<file path="config.mk">
export PLATFORM = sky130hd
export DESIGN_NAME = img_pixel_streamer
export DESIGN_NICKNAME = d
export VERILOG_FILES = /design/src/rtl/img_stream_pkg.sv /design/src/rtl/pix_fifo.sv /design/src/rtl/img_pixel_streamer.sv
export SDC_FILE = /design/constraint.sdc
export NUM_CORES = 1
export LEC_CHECK = 0
export BUFFER_PORTS_ARGS = -buffer_cell sky130_fd_sc_hd__clkbuf_2
export CAP_MARGIN = 20
export CORE_UTILIZATION = 25
export CTS_BUF_LIST = sky130_fd_sc_hd__clkbuf_4
export CTS_CLUSTER_SIZE = 30
export DETAILED_ROUTE_END_ITERATION = 8
export GPL_ROUTABILITY_DRIVEN = 0
export SLEW_MARGIN = 10
export SYNTH_ARGS = -nofsm -noshare
export SYNTH_HDL_FRONTEND = slang
export SYNTH_SLANG_ARGS = --single-unit
</file>
<file path="constraint.sdc">
create_clock -name clk -period 2.88 [get_ports clk]
set_clock_uncertainty 0.15 [all_clocks]
set_input_delay 0.288 -clock clk [delete_from_list [all_inputs] [get_ports clk]]
set_output_delay 0.288 -clock clk [all_outputs]
set_load 0.02 [all_outputs]
</file>
<file path="src/rtl/img_stream_pkg.sv">
// img_stream_pkg: shared types and constants for the pixel streamer.
// Holds the FSM state encoding and the RGB field layout.
package img_stream_pkg;

    typedef enum logic [1:0] {
        ST_IDLE   = 2'd0,
        ST_STREAM = 2'd1,
        ST_DONE   = 2'd2,
        ST_ABORT  = 2'd3
    } state_e;

    localparam int PIX_W_DEF = 24;

    localparam int R_HI = 23;
    localparam int R_LO = 16;
    localparam int G_HI = 15;
    localparam int G_LO = 8;
    localparam int B_HI = 7;
    localparam int B_LO = 0;

endpackage

</file>
<file path="src/rtl/pix_fifo.sv">
// pix_fifo: small synchronous FIFO holding prefetched pixels.
// Synchronous clear drops all contents; push and pop together keep the count.
module pix_fifo #(
    parameter int DEPTH = 4,
    parameter int WIDTH = 24
) (
    input  logic                         clk_i,
    input  logic                         rst_ni,
    input  logic                         clr_i,
    input  logic                         push_i,
    input  logic [WIDTH-1:0]             wdata_i,
    input  logic                         pop_i,
    output logic [WIDTH-1:0]             rdata_o,
    output logic                         empty_o,
    output logic [$clog2(DEPTH+1)-1:0]   count_o
);

    localparam int PW = $clog2(DEPTH);
    localparam int CW = $clog2(DEPTH+1);

    logic [WIDTH-1:0] mem_q [DEPTH];
    logic [PW-1:0]    wptr_q;
    logic [PW-1:0]    rptr_q;
    logic [CW-1:0]    cnt_q;

    // Pointer and occupancy bookkeeping
    always_ff @(posedge clk_i or negedge rst_ni) begin
        if (!rst_ni) begin
            wptr_q <= '0;
            rptr_q <= '0;
            cnt_q  <= '0;
        end else if (clr_i) begin
            wptr_q <= '0;
            rptr_q <= '0;
            cnt_q  <= '0;
        end else begin
            if (push_i) wptr_q <= wptr_q + PW'(1);
            if (pop_i)  rptr_q <= rptr_q + PW'(1);
            unique case ({push_i, pop_i})
                2'b10:   cnt_q <= cnt_q + CW'(1);
                2'b01:   cnt_q <= cnt_q - CW'(1);
                default: ;
            endcase
        end
    end

    // Storage array, no reset needed since reads are gated by count
    always_ff @(posedge clk_i) begin
        if (push_i && !clr_i) mem_q[wptr_q] <= wdata_i;
    end

    assign rdata_o = mem_q[rptr_q];
    assign empty_o = (cnt_q == '0);
    assign count_o = cnt_q;

endmodule

</file>
<file path="src/rtl/img_pixel_streamer.sv">
// img_pixel_streamer: serves frame pixels to a pull-based reader.
// Prefetches from a fixed-latency frame buffer into pix_fifo.
module img_pixel_streamer
    import img_stream_pkg::*;
#(
    parameter int IMG_W      = 320,
    parameter int IMG_H      = 240,
    parameter int ADDR_W     = 32,
    parameter int PIX_W      = PIX_W_DEF,
    parameter int RD_LATENCY = 2,
    parameter int FIFO_DEPTH = 4
) (
    input  logic              clk,
    input  logic              reset_n,
    input  logic              cpu_rdy,
    input  logic              get_next_pix,
    output logic              pix_rdy,
    output logic [PIX_W-1:0]  pixel_data,
    output logic              img_done,
    input  logic [ADDR_W-1:0] frame_base,
    output logic              mem_rd,
    output logic [ADDR_W-1:0] mem_addr,
    input  logic [PIX_W-1:0]  mem_rdata,
    output logic              busy
);

    localparam int NPIX   = IMG_W * IMG_H;
    localparam int CNT_W  = $clog2(NPIX+1);
    localparam int FCNT_W = $clog2(FIFO_DEPTH+1);
    localparam int INF_W  = $clog2(RD_LATENCY+1);
    localparam int OCC_W  = $clog2(FIFO_DEPTH+RD_LATENCY+1);

    state_e state_q, state_d;

    logic rdy_q, rdy_prev_q;
    logic rise, fall;

    logic [ADDR_W-1:0]     base_q, base_d;
    logic [CNT_W-1:0]      issue_q, issue_d;
    logic [CNT_W-1:0]      deliv_q, deliv_d;
    logic                  pend_q, pend_d;
    logic                  prdy_q, prdy_d;
    logic [PIX_W-1:0]      pix_q, pix_d;
    logic [RD_LATENCY-1:0] vpipe_q, vpipe_d;

    logic [INF_W-1:0]  inflight;
    logic [OCC_W-1:0]  occ;
    logic [FCNT_W-1:0] f_count;
    logic              f_empty;
    logic [PIX_W-1:0]  f_head;

    logic start, abort, accept, serve, set_pend;
    logic push, clr, last_pix, rd_ok;

    assign rise     = rdy_q & ~rdy_prev_q;
    assign fall     = ~rdy_q & rdy_prev_q;
    assign occ      = OCC_W'(f_count) + OCC_W'(inflight);
    assign rd_ok    = (issue_q < CNT_W'(NPIX)) &&
                      (occ < OCC_W'(FIFO_DEPTH));
    assign last_pix = prdy_q && (deliv_q == CNT_W'(NPIX-1));

    // Count reads still travelling through the memory latency
    always_comb begin
        inflight = '0;
        for (int i = 0; i < RD_LATENCY; i++)
            inflight = inflight + INF_W'(vpipe_q[i]);
    end

    // Single register stage on cpu_rdy plus history for edge detection
    always_ff @(posedge clk or negedge reset_n) begin
        if (!reset_n) begin
            rdy_q      <= 1'b0;
            rdy_prev_q <= 1'b0;
        end else begin
            rdy_q      <= cpu_rdy;
            rdy_prev_q <= rdy_q;
        end
    end

    // FSM state register
    always_ff @(posedge clk or negedge reset_n) begin
        if (!reset_n) state_q <= ST_IDLE;
        else          state_q <= state_d;
    end

    // FSM next-state logic; abort wins over frame completion
    always_comb begin
        state_d = state_q;
        unique case (state_q)
            ST_IDLE:   if (rise) state_d = ST_STREAM;
            ST_STREAM: begin
                if (fall)          state_d = ST_ABORT;
                else if (last_pix) state_d = ST_DONE;
            end
            ST_DONE:   if (!rdy_q) state_d = ST_IDLE;
            ST_ABORT:  if (vpipe_q == '0) state_d = ST_IDLE;
            default:   state_d = ST_IDLE;
        endcase
    end

    // FSM outputs: issue, FIFO control, request handling, status
    always_comb begin
        start    = 1'b0;
        abort    = 1'b0;
        mem_rd   = 1'b0;
        busy     = 1'b0;
        img_done = 1'b0;
        clr      = 1'b0;
        push     = 1'b0;
        accept   = 1'b0;
        serve    = 1'b0;
        set_pend = 1'b0;
        unique case (state_q)
            ST_IDLE: begin
                start = rise;
                clr   = rise;
            end
            ST_STREAM: begin
                busy  = 1'b1;
                abort = fall;
                clr   = fall;
                if (!fall) begin
                    mem_rd   = rd_ok;
                    push     = vpipe_q[RD_LATENCY-1];
                    accept   = get_next_pix && !pend_q && !prdy_q;
                    serve    = !f_empty && (pend_q || accept);
                    set_pend = accept && f_empty;
                end
            end
            ST_DONE:  img_done = rdy_q;
            ST_ABORT: busy = 1'b1;
            default:  ;
        endcase
    end

    assign mem_addr   = mem_rd ? base_q + ADDR_W'(issue_q) : '0;
    assign pix_rdy    = prdy_q;
    assign pixel_data = pix_q;

    // Datapath next-state: counters, pending flag, output pixel, valid pipe
    always_comb begin
        base_d  = base_q;
        issue_d = issue_q;
        deliv_d = deliv_q;
        pend_d  = pend_q;
        prdy_d  = 1'b0;
        pix_d   = pix_q;
        vpipe_d = '0;
        vpipe_d[0] = mem_rd;
        for (int i = 1; i < RD_LATENCY; i++)
            vpipe_d[i] = vpipe_q[i-1];
        if (mem_rd) issue_d = issue_q + CNT_W'(1);
        if (prdy_q) deliv_d = deliv_q + CNT_W'(1);
        if (serve) begin
            prdy_d = 1'b1;
            pix_d  = f_head;
            pend_d = 1'b0;
        end else if (set_pend) begin
            pend_d = 1'b1;
        end
        if (abort) pend_d = 1'b0;
        if (start) begin
            base_d  = frame_base;
            issue_d = '0;
            deliv_d = '0;
            pend_d  = 1'b0;
        end
    end

    // Datapath registers
    always_ff @(posedge clk or negedge reset_n) begin
        if (!reset_n) begin
            base_q  <= '0;
            issue_q <= '0;
            deliv_q <= '0;
            pend_q  <= 1'b0;
            prdy_q  <= 1'b0;
            pix_q   <= '0;
            vpipe_q <= '0;
        end else begin
            base_q  <= base_d;
            issue_q <= issue_d;
            deliv_q <= deliv_d;
            pend_q  <= pend_d;
            prdy_q  <= prdy_d;
            pix_q   <= pix_d;
            vpipe_q <= vpipe_d;
        end
    end

    pix_fifo #(
        .DEPTH (FIFO_DEPTH),
        .WIDTH (PIX_W)
    ) u_fifo (
        .clk_i   (clk),
        .rst_ni  (reset_n),
        .clr_i   (clr),
        .push_i  (push),
        .wdata_i (mem_rdata),
        .pop_i   (serve),
        .rdata_o (f_head),
        .empty_o (f_empty),
        .count_o (f_count)
    );

endmodule

</file>
==> metrics.json, run 1 <==
{
  "wl_per_cell_um": 16.1,
  "n_fill_cell": 3551,
  "worst-setup-path-type": "flop to primary output",
  "total_switching_power_mw": 3.71,
  "final_common_cell": "sky130_fd_sc_hd__dfrtp_1",
  "pin_slew_with_the_least_headroom_to_its_limit_ns": 0.692,
  "fp.coreArea_um2": 36900,
  "internal_power_mw": 6.74,
  "commonest_cells_after_routing_fill_and_taps_aside": "sky130_fd_sc_hd__dfrtp_1 (102), sky130_fd_sc_hd__edfxtp_1 (96), sky130_fd_sc_hd__clkbuf_2 (85)",
  "ys_seq_area_frac": 0.583,
  "die_w_um": 196,
  "post-route-drc-count": 0,
  "worst_slew_margin_rel": 0.539,
  "clockRootBuffer": "sky130_fd_sc_hd__clkbuf_4",
  "critical_path_required_ns": 2.44,
  "synth_largest_area_cell": "sky130_fd_sc_hd__edfxtp_1",
  "clkSinkCount": 201,
  "synth-seq-cells": 201,
  "postSynth.topFlopCell": "sky130_fd_sc_hd__dfrtp_1",
  "dr.first_iter.drc_count": 314,
  "seq_power_share": 0.383,
  "status": "finished, violations left",
  "rows": 70,
  "number_of_enable_type_register_cells_in_the_synthesized_netlist": 96,
  "cts_tree": "yes",
  "worst-endpoint-arrival_ns": 3.01,
  "finalHoldViolCount": 0,
  "end_kind": "primary output",
  "cts-htree-levels": 2,
  "synth_top_area_frac": 0.305,
  "worstSkewPairLatency_ns": 0.68,
  "wire_length_of_the_first_global_routing_pass_um": 39000,
  "layout.cells.non_filler": 1551,
  "synthArstFlopShare": 0.522,
  "cts_max_path_buffers": 3,
  "detailed_route_vias_per_instance": 4.56,
  "grt_max_degree": 77,
  "power.static_leakage_nw": 5.28,
  "finalSetupViolCount": 33,
  "hpwlAfterDp_um": 14900,
  "worst_hold_slack_ns": 0.0566,
  "port_buffers": 119,
  "drv_cap": 0,
  "number_of_antenna_violations_at_the_first_check_in_global_routing": 2,
  "mapped_avg_cell_area_um2": 12.9,
  "critical_path.startpoint_type": "flop",
  "synth_cells": 732,
  "finalWorstPathRequiredPeriod_ns": 3.44,
  "violations": "negative setup slack",
  "hold_class": "primary input to async pin",
  "crit_fanout": 14,
  "combPwrFrac": 0.375,
  "slew_viol_final": 0,
  "clockPowerShare": 0.241,
  "ios": 120,
  "netlist-cell-type-count": 60,
  "nNetsFinal": 1090,
  "antenna_violating_nets_post_route": 0,
  "p_sw_frac": 0.355,
  "route.final.wire_length_um": 24900,
  "grt_pass1_vias": 7358,
  "fin_crit_sh": 1.20,
  "final_core_utilization": 0.359,
  "unrepaired_setup_endpoints_after_global_routing": "true",
  "achievable-frequency_mhz": 290,
  "setup_slack_ns": -0.564,
  "syn_nets": 818,
  "top_cells_by_area_synth": "sky130_fd_sc_hd__edfxtp_1 (31%), sky130_fd_sc_hd__dfrtp_1 (28%), sky130_fd_sc_hd__mux2_2 (6.2%)",
  "initial_core_utilization": 0.256,
  "syn_area_um2": 9450,
  "route.vias.total": 7074,
  "floorplan.die_area_um2": 38600,
  "grt_util_all_layers": 0.128,
  "powerDensity_nw_per_um2": 790,
  "worst_setup_hold_path_clk_slew_ns": 0.07,
  "syn_to_final_growth_pct": 40.0,
  "placed_cells": 1363,
  "synth-warning-count": 0,
  "globalRoute.totalOverflow": 0,
  "drive_gt1_frac": 0.421,
  "cts_inserted_buffers": 52,
  "dr.pass1.iters": 5,
  "die_h_um": 196,
  "vdd_drop_max_mv": 0.537
}
-- synth_stat cells (4+ instances only) --
library cell / instances
sky130_fd_sc_hd__nor3_1: 13
sky130_fd_sc_hd__inv_1: 18
sky130_fd_sc_hd__and2_1: 13
sky130_fd_sc_hd__buf_2: 9
sky130_fd_sc_hd__nand2_1: 56
sky130_fd_sc_hd__nand4_1: 17
sky130_fd_sc_hd__nor3b_1: 5
sky130_fd_sc_hd__mux4_2: 24
sky130_fd_sc_hd__xor2_1: 17
sky130_fd_sc_hd__mux2i_1: 7
sky130_fd_sc_hd__edfxtp_1: 96
sky130_fd_sc_hd__dfrtp_1: 105
sky130_fd_sc_hd__buf_1: 4
sky130_fd_sc_hd__nor4_1: 4
sky130_fd_sc_hd__o31ai_1: 7
sky130_fd_sc_hd__and3_1: 16
sky130_fd_sc_hd__ha_1: 24
sky130_fd_sc_hd__mux2_2: 52
sky130_fd_sc_hd__a21o_1: 8
sky130_fd_sc_hd__a211o_1: 5
sky130_fd_sc_hd__a21oi_1: 26
sky130_fd_sc_hd__or3_1: 11
sky130_fd_sc_hd__o211ai_1: 5
sky130_fd_sc_hd__a21boi_0: 4
sky130_fd_sc_hd__o21ai_0: 28
sky130_fd_sc_hd__clkbuf_1: 16
sky130_fd_sc_hd__nor2b_1: 8
sky130_fd_sc_hd__nor2_1: 51
sky130_fd_sc_hd__xnor2_1: 17
sky130_fd_sc_hd__and4_1: 4
sky130_fd_sc_hd__or4_1: 4
sky130_fd_sc_hd__nand3_1: 16
-- final timing paths --
check | startpoint | end | slack, ns | cells after the start
setup reg to reg | issue_q[11] | issue_q[11] | 0.18 | 10
setup / recovery | issue_q[1] | mem_addr[25] | -0.56 | 9
max in group asynchronous | reset_n | pixel_data[13] | 1.78 | 3
hold reg to reg | pixel_data[19] | pixel_data[19] | 0.36 | 1
min in group clk | cpu_rdy | rdy_q | 0.18 | 2
hold / removal | reset_n | base_q[12] | 0.06 | 2
-- stage by stage --
stage / power, mW / TNS [ns] / area, um2 / worst slack [ns]
after floorplan: 6.04 / 0 / 9450 / 0.00203
after global placement: 7.11 / 0 / 10900 / 0.0642
after detailed placement: 7.15 / -0.00241 / 10900 / -0.00241
after CTS: 10.4 / -14.13 / 12900 / -0.615
after global routing: 11.1 / -17.04 / 13200 / -0.686
final: 10.5 / -11.88 / 13200 / -0.564
-- layer usage --
metal,vias to the layer above,GRT usage,routed length [um]
met5,-,0,8
met4,2,0.0440,598
met3,56,0.0426,2030
met2,274,0.208,11600
met1,3432,0.160,10700
li1,3310,-,-
-- cells by family after synthesis --
logic type,Yosys count,synth area share
xor gates and xnor gates,34,0.0315
AOI/OAI and AO/OA,107,0.0757
adders and majority gates,26,0.0360
and+or+nand+nor,231,0.125
muxes,83,0.127
buffers and inverters,50,0.0222
DFF,201,0.583
-- cell type report --
type	instances	area, um2	area share
Antenna cell	1	2.50	0.000189
Tap cell	504	631	0.0477
Clock buffer	82	616	0.0465
Timing Repair Buffer	249	2070	0.156
Multi-Input combinational cell	481	4250	0.321
Sequential cell	201	5510	0.417
Inverter	19	83.8	0.00634
Clock inverter	14	65.1	0.00492
-- power by group through the flow --
| stage | Clock [mW] | Combinational, mW | Sequential [mW] |
|---|---|---|---|
| floorplan | 0 | 1.94 | 4.10 |
| global placement | 0 | 3.11 | 4.00 |
| detailed placement | 0 | 3.13 | 4.01 |
| CTS | 2.62 | 3.75 | 4.00 |
| global route | 2.76 | 4.25 | 4.09 |
| finish | 2.52 | 3.92 | 4.01 |
-- worst max-delay path: stages (launching register included) --
cell,delay [ns]
sky130_fd_sc_hd__dfrtp_1,0.40
sky130_fd_sc_hd__ha_1,0.29
sky130_fd_sc_hd__a21oi_1,0.07
sky130_fd_sc_hd__nand4b_1,0.30
sky130_fd_sc_hd__a21oi_4,0.27
sky130_fd_sc_hd__o31ai_4,0.08
sky130_fd_sc_hd__buf_12,0.15
sky130_fd_sc_hd__or4_4,0.44
sky130_fd_sc_hd__a21oi_4,0.19
sky130_fd_sc_hd__buf_8,0.13
-- state kept, by name, summed over array words and instances (netlist names) --
signal / flops
pend_q: 1
pix_rdy: 1
u_fifo.rptr_q: 2
u_fifo.wptr_q: 2
u_fifo.count_o: 3
base_q: 32
rdy_q: 1
state_q: 2
u_fifo.mem_q: 96
deliv_q: 17
vpipe_q: 2
rdy_prev_q: 1
pixel_data: 24
issue_q: 17
-- timing repair --
| action | in CTS | in global routing |
|---|---|---|
| hold buffers | 59 | 0 |
| pin swaps | 36 | 34 |
| setup buffers | 28 | 8 |
| cloned | 2 | 1 |
| resized for setup | 132 | 88 |
| hold endpoints to repair | 216 | 0 |
| endpoints found under the setup margin | 33 | 33 |
No activity file was read; power rests on OpenSTA's default activity.
==> run 2, diff against run 1 <==
--- a/config.mk
+++ b/config.mk
@@ -7,11 +7,13 @@
 export LEC_CHECK = 0
 export BUFFER_PORTS_ARGS = -buffer_cell sky130_fd_sc_hd__clkbuf_2
 export CAP_MARGIN = 20
+export CELL_PAD_IN_SITES_DETAIL_PLACEMENT = 1
+export CELL_PAD_IN_SITES_GLOBAL_PLACEMENT = 1
 export CORE_UTILIZATION = 25
-export CTS_BUF_LIST = sky130_fd_sc_hd__clkbuf_4
 export CTS_CLUSTER_SIZE = 30
 export DETAILED_ROUTE_END_ITERATION = 8
 export GPL_ROUTABILITY_DRIVEN = 0
+export PLACE_DENSITY_LB_ADDON = 0.1
 export SLEW_MARGIN = 10
 export SYNTH_ARGS = -nofsm -noshare
 export SYNTH_HDL_FRONTEND = slang
==> run 2 against run 1 <==
Effect of this change: first-iteration DRC count shrank 41%; highest routed layer is now met4; fmax up 4.5%; the run still ends with negative setup slack left; via count is 3.6% lower.
==> metrics.json, run 2 (synthesis results as in run 1) <==
{
  "crit_fanout": 5,
  "dr.pass1.iters": 4,
  "drive_gt1_frac": 0.413,
  "status": "finished, violations left",
  "achievable-frequency_mhz": 304,
  "route.final.wire_length_um": 26800,
  "r2r_cells": 9,
  "finalSetupViolCount": 33,
  "worst-endpoint-arrival_ns": 2.86,
  "min_to": "pend_q",
  "worstSkewPairLatency_ns": 0.56,
  "finalSetupTns_ns": -8.87,
  "finalWorstPathRequiredPeriod_ns": 3.29,
  "cts_tree": "yes",
  "hpwlAfterDp_um": 17200,
  "route.vias.total": 6818,
  "antenna_cells": 0,
  "die_w_um": 196,
  "critical_path_required_ns": 2.44,
  "number_of_antenna_violations_at_the_first_check_in_global_routing": 0,
  "timing.critical_path.cells": "ha_2, inv_2, fa_2, nor2b_2, o211ai_1, buf_4, a21oi_4, buf_6, buf_4, o2111ai_2, a211o_1, nand2_1, clkbuf_8",
  "end_kind": "primary output",
  "dr.first_iter.drc_count": 186,
  "globalRoute.busiestLayer": "met2",
  "slew_viol_final": 0,
  "violations": "negative setup slack",
  "grt_max_degree": 76,
  "clkSinkCount": 201,
  "crit_buf_inv": 5,
  "wl_per_cell_um": 17.6,
  "final_core_utilization": 0.370,
  "grtUsageMet2": 0.239,
  "globalRoute.totalOverflow": 0,
  "wire_length_of_the_first_global_routing_pass_um": 42000,
  "powerDensity_nw_per_um2": 835,
  "worst_slew_margin_rel": 0.579,
  "fp.coreArea_um2": 36900,
  "clockRootBuffer": "sky130_fd_sc_hd__clkbuf_16",
  "post-route-drc-count": 0,
  "finalHoldViolCount": 0,
  "grt_pass1_vias": 7383,
  "worst-setup-path-type": "flop to primary output",
  "ios": 120,
  "unrepaired_setup_endpoints_after_global_routing": "true",
  "pin_slew_with_the_least_headroom_to_its_limit_ns": 0.631,
  "nNetsFinal": 1086,
  "drv_cap": 0,
  "antenna_violating_nets_post_route": 0,
  "n_fill_cell": 3890,
  "cts_inserted_buffers": 26,
  "die_h_um": 196,
  "crit_slowest_cell": "sky130_fd_sc_hd__dfrtp_1",
  "vdd_drop_max_mv": 0.457,
  "critPathTopFamily": "compound AO/OA/AOI/OAI gates",
  "initial_core_utilization": 0.256,
  "globalRouteMet3Util": 0.0311,
  "grt_util_all_layers": 0.139,
  "setup_slack_ns": -0.415,
  "rows": 70,
  "cp_peak_stage_delay_ns": 0.35,
  "largest_register_ffs": 96,
  "cts_max_path_buffers": 3,
  "commonest_cells_after_routing_fill_and_taps_aside": "sky130_fd_sc_hd__dfrtp_1 (102), sky130_fd_sc_hd__edfxtp_1 (96), sky130_fd_sc_hd__clkbuf_2 (86)",
  "hold_start": "get_next_pix",
  "cts-htree-levels": 1,
  "reg_to_reg_critical_path_startpoint": "issue_q[11]",
  "final_common_cell": "sky130_fd_sc_hd__dfrtp_1",
  "rr_endpoint": "issue_q[12]",
  "worst_path_most_repeated_cell": "sky130_fd_sc_hd__buf_4",
  "hold_class": "primary input to flop",
  "detailed_route_vias_per_instance": 4.47,
  "floorplan.die_area_um2": 38600,
  "syn_to_final_growth_pct": 44.4,
  "reg2reg_slack_ns": 0.29,
  "port_buffers": 119,
  "fin_crit_sh": 1.14,
  "worst_setup_hold_path_clk_slew_ns": 0.06,
  "grtUsageMet1": 0.177,
  "largest_register": "u_fifo.mem_q",
  "power.static_leakage_nw": 5.43,
  "whs_path_depth": 4,
  "critical_path.startpoint_type": "flop",
  "placement.setup.worst_slack_ns": -0.0710
}
-- run 2: stage by stage --
stage / power (mW) / cell area (um2) / hold slack (ns) / instances
final: 11.4 / 13600 / 0.0673 / 1524
after global routing: 12.1 / 13600 / 0.101 / 1524
after CTS: 11.4 / 13200 / 0.0296 / 1509
after detailed placement: 7.42 / 11100 / 0.126 / 1386
after global placement: 7.39 / 11100 / 0.125 / 1386
after floorplan: 6.04 / 9450 / -0.158 / 732
-- run 2: worst reg2reg max path, stage by stage (launching register included) --
cell and delay (ns):
sky130_fd_sc_hd__dfrtp_1 0.42, sky130_fd_sc_hd__buf_6 0.14, sky130_fd_sc_hd__a21o_1 0.16, sky130_fd_sc_hd__a211oi_2 0.20, sky130_fd_sc_hd__o211ai_1 0.15, sky130_fd_sc_hd__buf_4 0.15
sky130_fd_sc_hd__buf_4 0.18, sky130_fd_sc_hd__or4_1 0.61, sky130_fd_sc_hd__o21ai_0 0.21, sky130_fd_sc_hd__o31ai_1 0.09
-- run 2: cell type report --
cell class | count | area (um2) | area share
Sequential cell | 201 | 5510 | 0.404
Multi-Input combinational cell | 481 | 4270 | 0.313
Timing Repair Buffer | 271 | 2270 | 0.166
Clock buffer | 34 | 741 | 0.0543
Tap cell | 504 | 631 | 0.0462
Clock inverter | 14 | 148 | 0.0108
Inverter | 19 | 78.8 | 0.00578
-- run 2: layer usage --
| layer | vias to the layer above | share of wire | wire length (um) |
|---|---|---|---|
| met5 | - | 0 | 0 |
| met4 | 0 | 0.020 | 535 |
| met3 | 33 | 0.045 | 1200 |
| met2 | 117 | 0.49 | 13200 |
| met1 | 3409 | 0.44 | 11800 |
| li1 | 3259 | - | - |
-- run 2: what timing repair did --
item,CTS,global route
gates cloned,2,1
hold buffers,58,0
pin swaps,31,33
endpoints found under the setup margin,33,33
buffers inserted,17,19
hold endpoints to repair,215,0
gates resized for setup,118,92
-- run 2: worst max-delay path by stage --
stage,startpoint,to,slack (ns),cells past startpoint
floorplan,issue_q[0],mem_addr[28],0.002,9
global placement,base_q[0],mem_addr[14],-0.10,11
detailed placement,base_q[0],mem_addr[14],-0.07,11
CTS,issue_q[0],mem_addr[22],-0.52,12
global route,issue_q[0],mem_addr[16],-0.60,13
finish,issue_q[0],mem_addr[26],-0.41,13
-- run 2: power breakdown --
group	leakage [nW]	switching [mW]	internal, mW
sequential	2.20	0.476	3.54
clock	0.436	1.29	1.99
combinational	2.80	2.05	2.05
